## config.mk

```make
export PLATFORM = sky130hd
export DESIGN_NAME = conv_sched
export DESIGN_NICKNAME = d
export VERILOG_FILES = /design/src/rtl/conv_pkg.sv /design/src/rtl/conv_tag_cnt.sv /design/src/rtl/conv_sched.sv
export SDC_FILE = /design/constraint.sdc
export NUM_CORES = 1
export LEC_CHECK = 0
export ABC_AREA = 1
export CAP_MARGIN = 30
export CORE_ASPECT_RATIO = 1.75
export CORE_MARGIN = 1.5
export CORE_UTILIZATION = 56
export CTS_BUF_LIST = sky130_fd_sc_hd__clkbuf_8 sky130_fd_sc_hd__clkbuf_16
export DETAILED_ROUTE_END_ITERATION = 10
export GPL_ROUTABILITY_DRIVEN = 0
export PLACE_DENSITY = 0.8
export SYNTH_ARGS = -nofsm -noshare
export SYNTH_HDL_FRONTEND = slang
export SYNTH_SLANG_ARGS = --single-unit
```

## constraint.sdc

```tcl
create_clock -name clk -period 2.6 [get_ports clk]
set_input_delay 0.39 -clock clk [delete_from_list [all_inputs] [get_ports clk]]
set_output_delay 0.39 -clock clk [all_outputs]
set_load 0.01 [all_outputs]
```

## src/rtl/conv_pkg.sv

```systemverilog
// Shared definitions for the convolution job controller: FSM states, layer geometry
// and expected output-beat counts.
package conv_pkg;

  typedef enum logic [2:0] {
    ST_IDLE,
    ST_LOAD,
    ST_WDLY,
    ST_RUN,
    ST_GAP
  } state_e;

  localparam int KSIDE    = 5;
  localparam int KK       = KSIDE * KSIDE;
  localparam int NI_L0    = 28;
  localparam int NI_L1    = 12;
  localparam int BEATS_L0 = 576;
  localparam int BEATS_L1 = 64;

  // Last valid output column (Ni-K) for the selected layer.
  function automatic logic [4:0] col_last(input logic layer);
    return layer ? 5'(NI_L1 - KSIDE) : 5'(NI_L0 - KSIDE);
  endfunction

  function automatic logic [10:0] exp_beats(input logic layer);
    return layer ? 11'(BEATS_L1) : 11'(BEATS_L0);
  endfunction

endpackage

```

## src/rtl/conv_tag_cnt.sv

```systemverilog
// Row/column tag counters for engine output beats, plus a sticky check that the
// number of beats in a kernel job matches the layer's expected count.
module conv_tag_cnt
  import conv_pkg::*;
(
  input  logic       clk,
  input  logic       rst,
  input  logic       layer_i,
  input  logic       beat_i,
  input  logic       check_i,
  input  logic       clr_i,
  output logic [4:0] row_o,
  output logic [4:0] col_o,
  output logic       err_o
);

  logic [4:0]  row_q, row_d;
  logic [4:0]  col_q, col_d;
  logic [10:0] beats_q, beats_d, beats_inc;
  logic        err_q;

  // A beat arriving with the check still counts toward the compared total.
  assign beats_inc = beats_q + {10'd0, beat_i};

  always_comb begin
    row_d   = row_q;
    col_d   = col_q;
    beats_d = beats_inc;
    if (beat_i) begin
      if (col_q == col_last(layer_i)) begin
        col_d = '0;
        row_d = row_q + 5'd1;
      end else begin
        col_d = col_q + 5'd1;
      end
    end
    if (clr_i) begin
      row_d   = '0;
      col_d   = '0;
      beats_d = '0;
    end
  end

  always_ff @(posedge clk) begin
    if (rst) begin
      row_q   <= '0;
      col_q   <= '0;
      beats_q <= '0;
      err_q   <= 1'b0;
    end else begin
      row_q   <= row_d;
      col_q   <= col_d;
      beats_q <= beats_d;
      if (check_i && (beats_inc != exp_beats(layer_i))) err_q <= 1'b1;
    end
  end

  assign row_o = row_q;
  assign col_o = col_q;
  assign err_o = err_q;

endmodule

```

## src/rtl/conv_sched.sv

```systemverilog
// Job controller for the 5x5 binary convolution engine: weight streaming, window launch,
// output tagging. Define CONV_SCHED_WDOG_EN to add the RUN-phase watchdog (err_timeout).
module conv_sched
  import conv_pkg::*;
#(
  parameter int K       = 5,
  parameter int KW      = 6,
  parameter int AW      = 12,
  parameter int WIN_DLY = 2,
  parameter int GAP_CYC = 2
) (
  input  logic          clk,
  input  logic          rst,
  input  logic          cmd_valid,
  output logic          cmd_ready,
  input  logic          cmd_layer,
  input  logic [KW-1:0] cmd_nkern,
  output logic          wmem_rd,
  output logic [AW-1:0] wmem_addr,
  input  logic          wmem_data,
  output logic          conv_start,
  output logic          conv_state,
  output logic          conv_weight,
  output logic          conv_weight_en,
  output logic          win_start,
  input  logic          conv_ovalid,
  input  logic          conv_done,
  output logic          tag_valid,
  output logic [KW-1:0] tag_kidx,
  output logic [4:0]    tag_row,
  output logic [4:0]    tag_col,
  output logic          busy,
  output logic          job_done,
  output logic          err_count
`ifdef CONV_SCHED_WDOG_EN
  ,
  output logic          err_timeout
`endif
);

  localparam int NW = K * K;

  state_e        state_q;
  logic [7:0]    cnt_q;
  logic [KW-1:0] kidx_q, nkern_q;
  logic          layer_q;
  logic [AW-1:0] base_q;
  logic          job_done_q;
  logic          in_run, wd_fire, leave_run;

`ifdef CONV_SCHED_WDOG_EN
  logic [11:0] wd_q;
  logic        err_to_q;
  assign wd_fire     = in_run && (wd_q == 12'd2047) && !conv_done;
  assign err_timeout = err_to_q;
`else
  assign wd_fire = 1'b0;
`endif

  assign in_run    = (state_q == ST_RUN);
  assign leave_run = in_run && (conv_done || wd_fire);

  always_ff @(posedge clk) begin
    if (rst) begin
      state_q    <= ST_IDLE;
      cnt_q      <= '0;
      kidx_q     <= '0;
      nkern_q    <= '0;
      layer_q    <= 1'b0;
      base_q     <= '0;
      job_done_q <= 1'b0;
`ifdef CONV_SCHED_WDOG_EN
      wd_q       <= '0;
      err_to_q   <= 1'b0;
`endif
    end else begin
      job_done_q <= 1'b0;
      case (state_q)
        ST_IDLE: begin
          if (cmd_valid && (cmd_nkern != '0)) begin
            layer_q <= cmd_layer;
            nkern_q <= cmd_nkern;
            kidx_q  <= '0;
            base_q  <= '0;
            cnt_q   <= '0;
            state_q <= ST_LOAD;
          end
        end
        ST_LOAD: begin
          if (cnt_q == 8'(NW)) begin
            cnt_q   <= '0;
            state_q <= ST_WDLY;
          end else begin
            cnt_q <= cnt_q + 8'd1;
          end
        end
        ST_WDLY: begin
          if (cnt_q == 8'(WIN_DLY - 1)) begin
            cnt_q   <= '0;
            state_q <= ST_RUN;
`ifdef CONV_SCHED_WDOG_EN
            wd_q    <= '0;
`endif
          end else begin
            cnt_q <= cnt_q + 8'd1;
          end
        end
        ST_RUN: begin
`ifdef CONV_SCHED_WDOG_EN
          wd_q <= wd_q + 12'd1;
          if (wd_fire) err_to_q <= 1'b1;
`endif
          if (leave_run) begin
            cnt_q   <= '0;
            state_q <= ST_GAP;
          end
        end
        ST_GAP: begin
          if (cnt_q == 8'(GAP_CYC - 1)) begin
            cnt_q <= '0;
            if (kidx_q == nkern_q - KW'(1)) begin
              job_done_q <= 1'b1;
              state_q    <= ST_IDLE;
            end else begin
              kidx_q  <= kidx_q + KW'(1);
              base_q  <= base_q + AW'(NW);
              state_q <= ST_LOAD;
            end
          end else begin
            cnt_q <= cnt_q + 8'd1;
          end
        end
        default: state_q <= ST_IDLE;
      endcase
    end
  end

  // Weight bit i is read in LOAD cycle i and forwarded to the engine one cycle later.
  assign wmem_rd        = (state_q == ST_LOAD) && (cnt_q < 8'(NW));
  assign wmem_addr      = wmem_rd ? (base_q + AW'(cnt_q)) : '0;
  assign conv_weight_en = (state_q == ST_LOAD) && (cnt_q != '0);
  assign conv_weight    = conv_weight_en & wmem_data;

  assign cmd_ready  = (state_q == ST_IDLE);
  assign busy       = (state_q != ST_IDLE);
  assign conv_start = (state_q == ST_LOAD) || (state_q == ST_WDLY) || in_run;
  assign conv_state = busy & layer_q;
  assign win_start  = (state_q == ST_WDLY) && (cnt_q == 8'(WIN_DLY - 1));
  assign tag_valid  = in_run & conv_ovalid;
  assign tag_kidx   = kidx_q;
  assign job_done   = job_done_q;

  conv_tag_cnt u_tag_cnt (
    .clk     (clk),
    .rst     (rst),
    .layer_i (layer_q),
    .beat_i  (tag_valid),
    .check_i (in_run & conv_done),
    .clr_i   (leave_run),
    .row_o   (tag_row),
    .col_o   (tag_col),
    .err_o   (err_count)
  );

endmodule

```

==> impl_results.md <==
- Run status: complete, no violations
- Final wirelength: 10300 um
- Worst hold stages: 2
- Clk_lat worst skew: 0.34 ns
- Total track usage: 0.291
- Comb power frac: 0.436
- Slew @ Worst Pin: 0.594 ns
- Critical Path End Type: output pin
- Period utilization: 0.965
- Critical Path Source Type: flip-flop
- Crit path DAT: 2.12 ns
- Syn Area/Cell: 6.87 um2
- Drt pass-1 iters: 5
- Top cell family by delay on the critical path: adder cells
- Async S/R FF share, synth: 0
- Sequential standard cell area: 1190 um2
- Switching Share: 0.405
- Post-synth net total: 610
- Worst-case reg-to-reg path depth: 16
- Int Pwr: 0.00232 W
- Antenna viol nets, final: 0
- Routed len/inst: 13.9 um
- Most common cell after layout, fill and taps aside: nand2_1
- Design area: 5020 um2
- TritonCTS Buffers: 9
- RR Endpoint: u_tag_cnt.err_o$_SDFFE_PP0P_
- Core ar.: 6860 um2
- Die H: 114 um
- Post-synth cell types: 41
- DIE WIDTH: 66.6 um
- Slowest Stage Delay on Critical Path: 0.35 ns
- CP max stage cell: dfxtp_2
- Grt total ovfl: 0
- Layout cell share with drive strength beyond 1: 0.174
- Setup TNS after final layout: 0 ns
- Vias per Instance: 5.48
- RSZ-0062 raised after global routing: yes
- Vias in the first global route: 3893
- CTS root buffer: clkbuf_16
- I/O pin cnt: 52
- Std-Cell Rows: 40
- Vias: 4053
- Filler Cell Count: 572
- Hold EP: u_tag_cnt.err_o$_SDFFE_PP0P_
- Register bit total from synthesis: 59
- Leakage dissipation: 2.14 nW
- Hold WC Path Type: flip-flop to flip-flop
- Power Density: 775 nW/um2
- Maximum vdd drop: 0.532 mV
- R2R Setup Slk: 0.25 ns
- DRC Markers: 0
- Final Hold Viols: 0
- Initial antenna violation count: 0
- FMAX: 399 MHz
- Maximum clock path buffer count: 2
- Yosys warns: 0
- Max-cap viol count: 0
- Primary FF master, synth: dfxtp_1
- EDFF count, synth: 0
- First-pass GRT wire length: 17100 um
- H-tree depth: 3
- Layout area overhead: 26.8%
- Commonest non-fill, non-tap cells in the layout: 119 x nand2_1, 84 x nor2_1, 64 x inv_1
- Pin count of the biggest net entering global routing: 22
- Die area: 7610 um2
- Initial Utilization: 0.578
- DRC marker count from the first detailed-route iteration: 193
- Period minus WS final: 2.51 ns
- Post-place instance area: 4660 um2
- Port bufs: 51
- Slew Limit Fails: 0
- Setup CP Type: flip-flop to output pin
- Cell count after synthesis: 577
- CTS Hold Bufs: 0
- R2R Path Start: state_q[2]$_SDFFE_PP0P_
- Mapped Area: 3960 um2
- Final Setup Violations: 0
- Antenna diodes: 0
- Pwr Total: 0.00390 W
- Hpwl dp: 7600 um
- Slew HR: 0.603
- TritonCTS clock tree: built
- Power share of the sequential group: 0.290
- CP Max Fanout: 3
- CP required: 2.21 ns
- Sw power: 0.00158 W
- Sink Count: 59
- CP Buf/Inv Count: 4
- Multi-input gate area: 2500 um2
- CP Cell Sequence: ha_4 > inv_2 > fa_2 > inv_2 > nand3_2 > nand2_2 > nand4_1 > o211ai_1 > nand2_1 > buf_4 > nand2_1 > nor2_1 > buf_2
- Clock Power Share: 0.275
- Skew final: 0.00665 ns
- Nets: 685
- Worst hold path startpoint: u_tag_cnt.err_o$_SDFFE_PP0P_
- Post-synthesis sequential area ratio: 0.298
- Clk slew on worst S/H paths: 0.05 ns
-- layout make-up --
cell class / count / area share
clock inverter: 5 / 0.00448
clock buffer: 10 / 0.0476
multi-input combinational: 432 / 0.498
timing repair buffer: 79 / 0.139
tap: 84 / 0.0209
sequential: 59 / 0.236
inverter: 71 / 0.0530
-- cell usage after synthesis, types with 2 or more instances --
library cell	instances	area, um2
nand3_2	10	100
inv_2	7	26.3
a31oi_1	3	18.8
o211ai_1	3	22.5
clkbuf_1	6	22.5
nor3b_1	4	30.0
o21ai_2	2	17.5
buf_4	2	15.0
nand4_1	17	106
nand3b_1	3	22.5
nor3_1	6	30.0
o21ai_1	2	10.0
nand2_2	5	31.3
nor2_4	4	45.0
buf_2	3	15.0
nor2_1	85	319
o21ai_0	19	95.1
nor2_2	2	12.5
a21oi_2	12	105
nor3_2	2	20.0
nand3_1	37	185
dfxtp_1	59	1180
xnor2_1	6	52.6
ha_1	19	238
or2_2	2	12.5
inv_1	64	240
a21oi_1	43	215
nand2_1	120	450
xor2_1	18	158
-- metal layers --
metal | vias to the layer above | part of all wire | global-route usage
met5 | - | 0 | 0
met4 | 0 | 0.033 | 0.135
met3 | 20 | 0.039 | 0.0590
met2 | 110 | 0.54 | 0.535
met1 | 1901 | 0.38 | 0.304
li1 | 2022 | - | -
-- power by group through the flow --
| stage | clock (W) | sequential, W | combinational, W |
|---|---|---|---|
| 3_5_place_dp | 0 | 0.00113 | 0.00167 |
| 3_3_place_gp | 0 | 0.00113 | 0.00162 |
| 4_1_cts | 0.00108 | 0.00111 | 0.00169 |
| 2_1_floorplan | 0 | 0.00114 | 0.00121 |
| 5_1_grt | 0.00112 | 0.00114 | 0.00189 |
| 6_report | 0.00107 | 0.00113 | 0.00170 |
-- stage by stage --
stage,instances,hold WS [ns],utilization,setup slack [ns]
global placement,722,0.458,0.680,-0.00284
CTS,739,0.470,0.727,-0.108
finish,740,0.477,0.733,0.0914
detailed placement,722,0.461,0.680,-0.0195
global route,740,0.504,0.733,-0.0533
floorplan,577,0.447,-,0.399
-- cell families (layout without fill, tap and decap cells) --
group / count (synthesis) / in the layout / synth area share
adder cells (fa/ha/maj): 20 / 20 / 0.0650
buffers and inverters: 86 / 165 / 0.0935
AO/OA/AOI/OAI: 87 / 87 / 0.129
flip-flops: 59 / 59 / 0.298
XOR/XNOR: 25 / 25 / 0.0587
AND/OR/NAND/NOR: 300 / 300 / 0.356
-- state kept, by name, indices dropped and copies added, names as in the netlist --
| name | count |
|---|---|
| layer_q | 1 |
| u_tag_cnt.err_o | 1 |
| cnt_q | 8 |
| nkern_q | 6 |
| base_q | 12 |
| state_q | 3 |
| tag_kidx | 6 |
| u_tag_cnt.col_o | 5 |
| u_tag_cnt.beats_q | 11 |
| u_tag_cnt.row_o | 5 |
| job_done | 1 |
-- worst max path at each step --
stage                                        from                      endpoint  slack [ns]  depth (start not counted)
after floorplan           state_q[1]$_SDFFE_PP0P_  u_tag_cnt.err_o$_SDFFE_PP0P_        0.40                         15
after global placement      cnt_q[0]$_SDFFE_PP0P_                 wmem_addr[10]      -0.003                         11
after detailed placement    cnt_q[0]$_SDFFE_PP0P_                 wmem_addr[10]       -0.02                         11
after CTS                   cnt_q[0]$_SDFFE_PP0P_                 wmem_addr[10]       -0.11                         12
after global routing       base_q[0]$_SDFFE_PP0P_                  wmem_addr[8]       -0.05                         13
final                      base_q[0]$_SDFFE_PP0P_                  wmem_addr[8]        0.09                         13
-- worst min-delay path, delay by kind of cell (launching register included) --
kind	cells	cell delay, ns
compound gates	1	0.05
buf+inv	1	0.05
flops	1	0.32
-- what timing repair did --
item                                    CTS  global route
pin swaps                                 1             4
gates resized for setup                  30            15
endpoints found under the setup margin   12             6
buffers inserted                          2             1
Power figures use the tool's default switching activity.
==> RTL change, RTL diff (same flow settings) <==
Build with the macro `CONV_SCHED_WDOG_EN` defined.
--- a/src/rtl/conv_sched.sv
+++ b/src/rtl/conv_sched.sv
@@ -1,4 +1,6 @@
 // Job controller for the 5x5 binary convolution engine: weight streaming, window launch,
 // output tagging. Define CONV_SCHED_WDOG_EN to add the RUN-phase watchdog (err_timeout).
+`define CONV_SCHED_WDOG_EN
+
 module conv_sched
   import conv_pkg::*;
Formal check against the unedited RTL (old outputs only; new: err_timeout): same outputs for any inputs over 10 cycles, from zero or initial values and one cycle with rst high; that may be too few to reach the edited logic, so the function may still have changed.
==> RTL change against the unedited design <==
  * Cell count up 11%
  * Total power down 5.3%
  * Die area up 11%
  * Global-route usage down 2.8 points
  * Worst setup slack worse by 8.2 ps
  * Routed wire length up 5.1%
  * Final area up 9.7%
  * Area after synthesis up 11%
  * Combinational power down 29%
  * Sequential cell count up 13
  * Highest routed layer unchanged
==> RTL change: results (changes against the unedited design) <==
POST-PLACE-CELLS=803  # +11%
GLOBALROUTEMET3UTIL=0.0500  # -0.00900
TOTAL_MET3_WIRELENGTH_AFTER_DETAILED_ROUTING_UM=390  # -2.7%
TIGHTESTPINTRANSITION_PS=582  # -11.2 ps
REG_TOP3='base_q x12, wd_q x12, u_tag_cnt.beats_q x11'
MOST_NUMEROUS_CELL_TYPES_IN_THE_SYNTHESIZED_NETLIST='sky130_fd_sc_hd__nand2_1, sky130_fd_sc_hd__nor2_1, sky130_fd_sc_hd__inv_1'
SYN_NETS=690  # +13%
FIN_UTIL=0.728  # -0.00467
TAPCELL.INSERTED=88  # +4.8%
FRACTION_OF_SYNTHESIZED_CELL_AREA_IN_XOR_AND_XNOR_CELLS=0.0716  # +0.0129
MULTI_INPUT_GATE_SHARE_OF_THE_LAYOUT_CELL_AREA=0.480  # -0.0182
FILLERINSTANCES=618  # +8.0%
FINAL_LAYOUT_SIZE_SUFFIX_GT1_FRAC=0.109  # -0.0646
DETAILED_PLACE.AREA_UM2=5120  # +9.7%
POST_LAYOUT_NONFILLER_INSTANCES=821  # +11%
LAYOUT.NONCLK_BUF_FRAC=0.125  # -0.0143
BUFFER_PORTS.INSERTED=52  # +2.0%
MET1WIRELENGTH_MM=4.24  # +7.2%
SYNTH_COMPOUND_AREA_FRAC=0.119  # -0.00976
GRT_PASS1_VIAS=4246  # +9.1%
NON_CLOCK_BUFFER_COUNT=75  # -5.1%
P_TOTAL_mW=3.69  # -5.3%
OUTCOME='finished clean'
FIN_WORST_SKEW_PS=5.56  # -1.10 ps
WIRE_LENGTH_OF_THE_FIRST_GLOBAL_ROUTING_PASS_MM=18.2  # +6.0%
GR-USAGE-MET1=0.279  # -0.0256
GRT_UTIL_ALL_LAYERS=0.263  # -0.0276
FINAL-CLK-CELL-SHARE=0.0559  # +0.00382
SEQ_POWER_SHARE=0.330  # +0.040
CRITICAL_PATH.SLOWEST_CELL='sky130_fd_sc_hd__fa_2'
GRT_MAX_DEGREE=37  # +68%
SYNTH_TOP_CELLS_BY_AREA='sky130_fd_sc_hd__dfxtp_1, sky130_fd_sc_hd__nand2_1, sky130_fd_sc_hd__nor2_1'
DRT_ITER0_DRC=163  # -16%
NONCLOCKINVERTERCOUNT=82  # +15%
SEQ_SHARE=0.263  # +0.0269
SWITCHING_SHARE=0.351  # -0.0543
MET2_LENGTH_MM=5.93  # +5.6%
PG_CLK_mW=1.26  # +18%
VIA_COUNT=4426  # +9.2%
SYNTH.YOSYS.SEQ_AREA_SHARE=0.327  # +0.0293
CLOCKBUFFERCOUNT=11  # +1
SYNTHADDERAREAFRAC=0.0614  # -0.00366
LEAKAGE_nW=2.30  # +7.5%
NFLOPSANDLATCHES=72  # +22%
IR_DROP_uV=594  # +12%
DP.FINAL_HPWL_MM=7.98  # +5.0%
## RTL change: cell count changes after synthesis, sizes merged, moves of 3 or more
cell   unedited run  this run
nand3            47        54
nor3b             5         2
xor2             18        28
nor3              8        12
a21oi            55        66
nor2             91        98
nand4            18        13
buf               8         5
nand2           126       145
dfxtp            59        72
inv              71        81
## RTL change: final timing paths
kind,slack [ps],endpoint,from
min reg2reg,450,u_tag_cnt.err_o$_SDFFE_PP0P_,u_tag_cnt.err_o$_SDFFE_PP0P_
min,450,u_tag_cnt.err_o$_SDFFE_PP0P_,u_tag_cnt.err_o$_SDFFE_PP0P_
max reg2reg,350,u_tag_cnt.err_o$_SDFFE_PP0P_,state_q[2]$_SDFFE_PP0P_
max,80,wmem_addr[10],cnt_q[0]$_SDFFE_PP0P_
## RTL change: timing repair
item | CTS | global route
setup buffers | 1 | 1
resized for setup | 21 | 21
pin swaps | 0 | 3
setup endpoints to repair | 8 | 12
hold buffers | 0 | 0
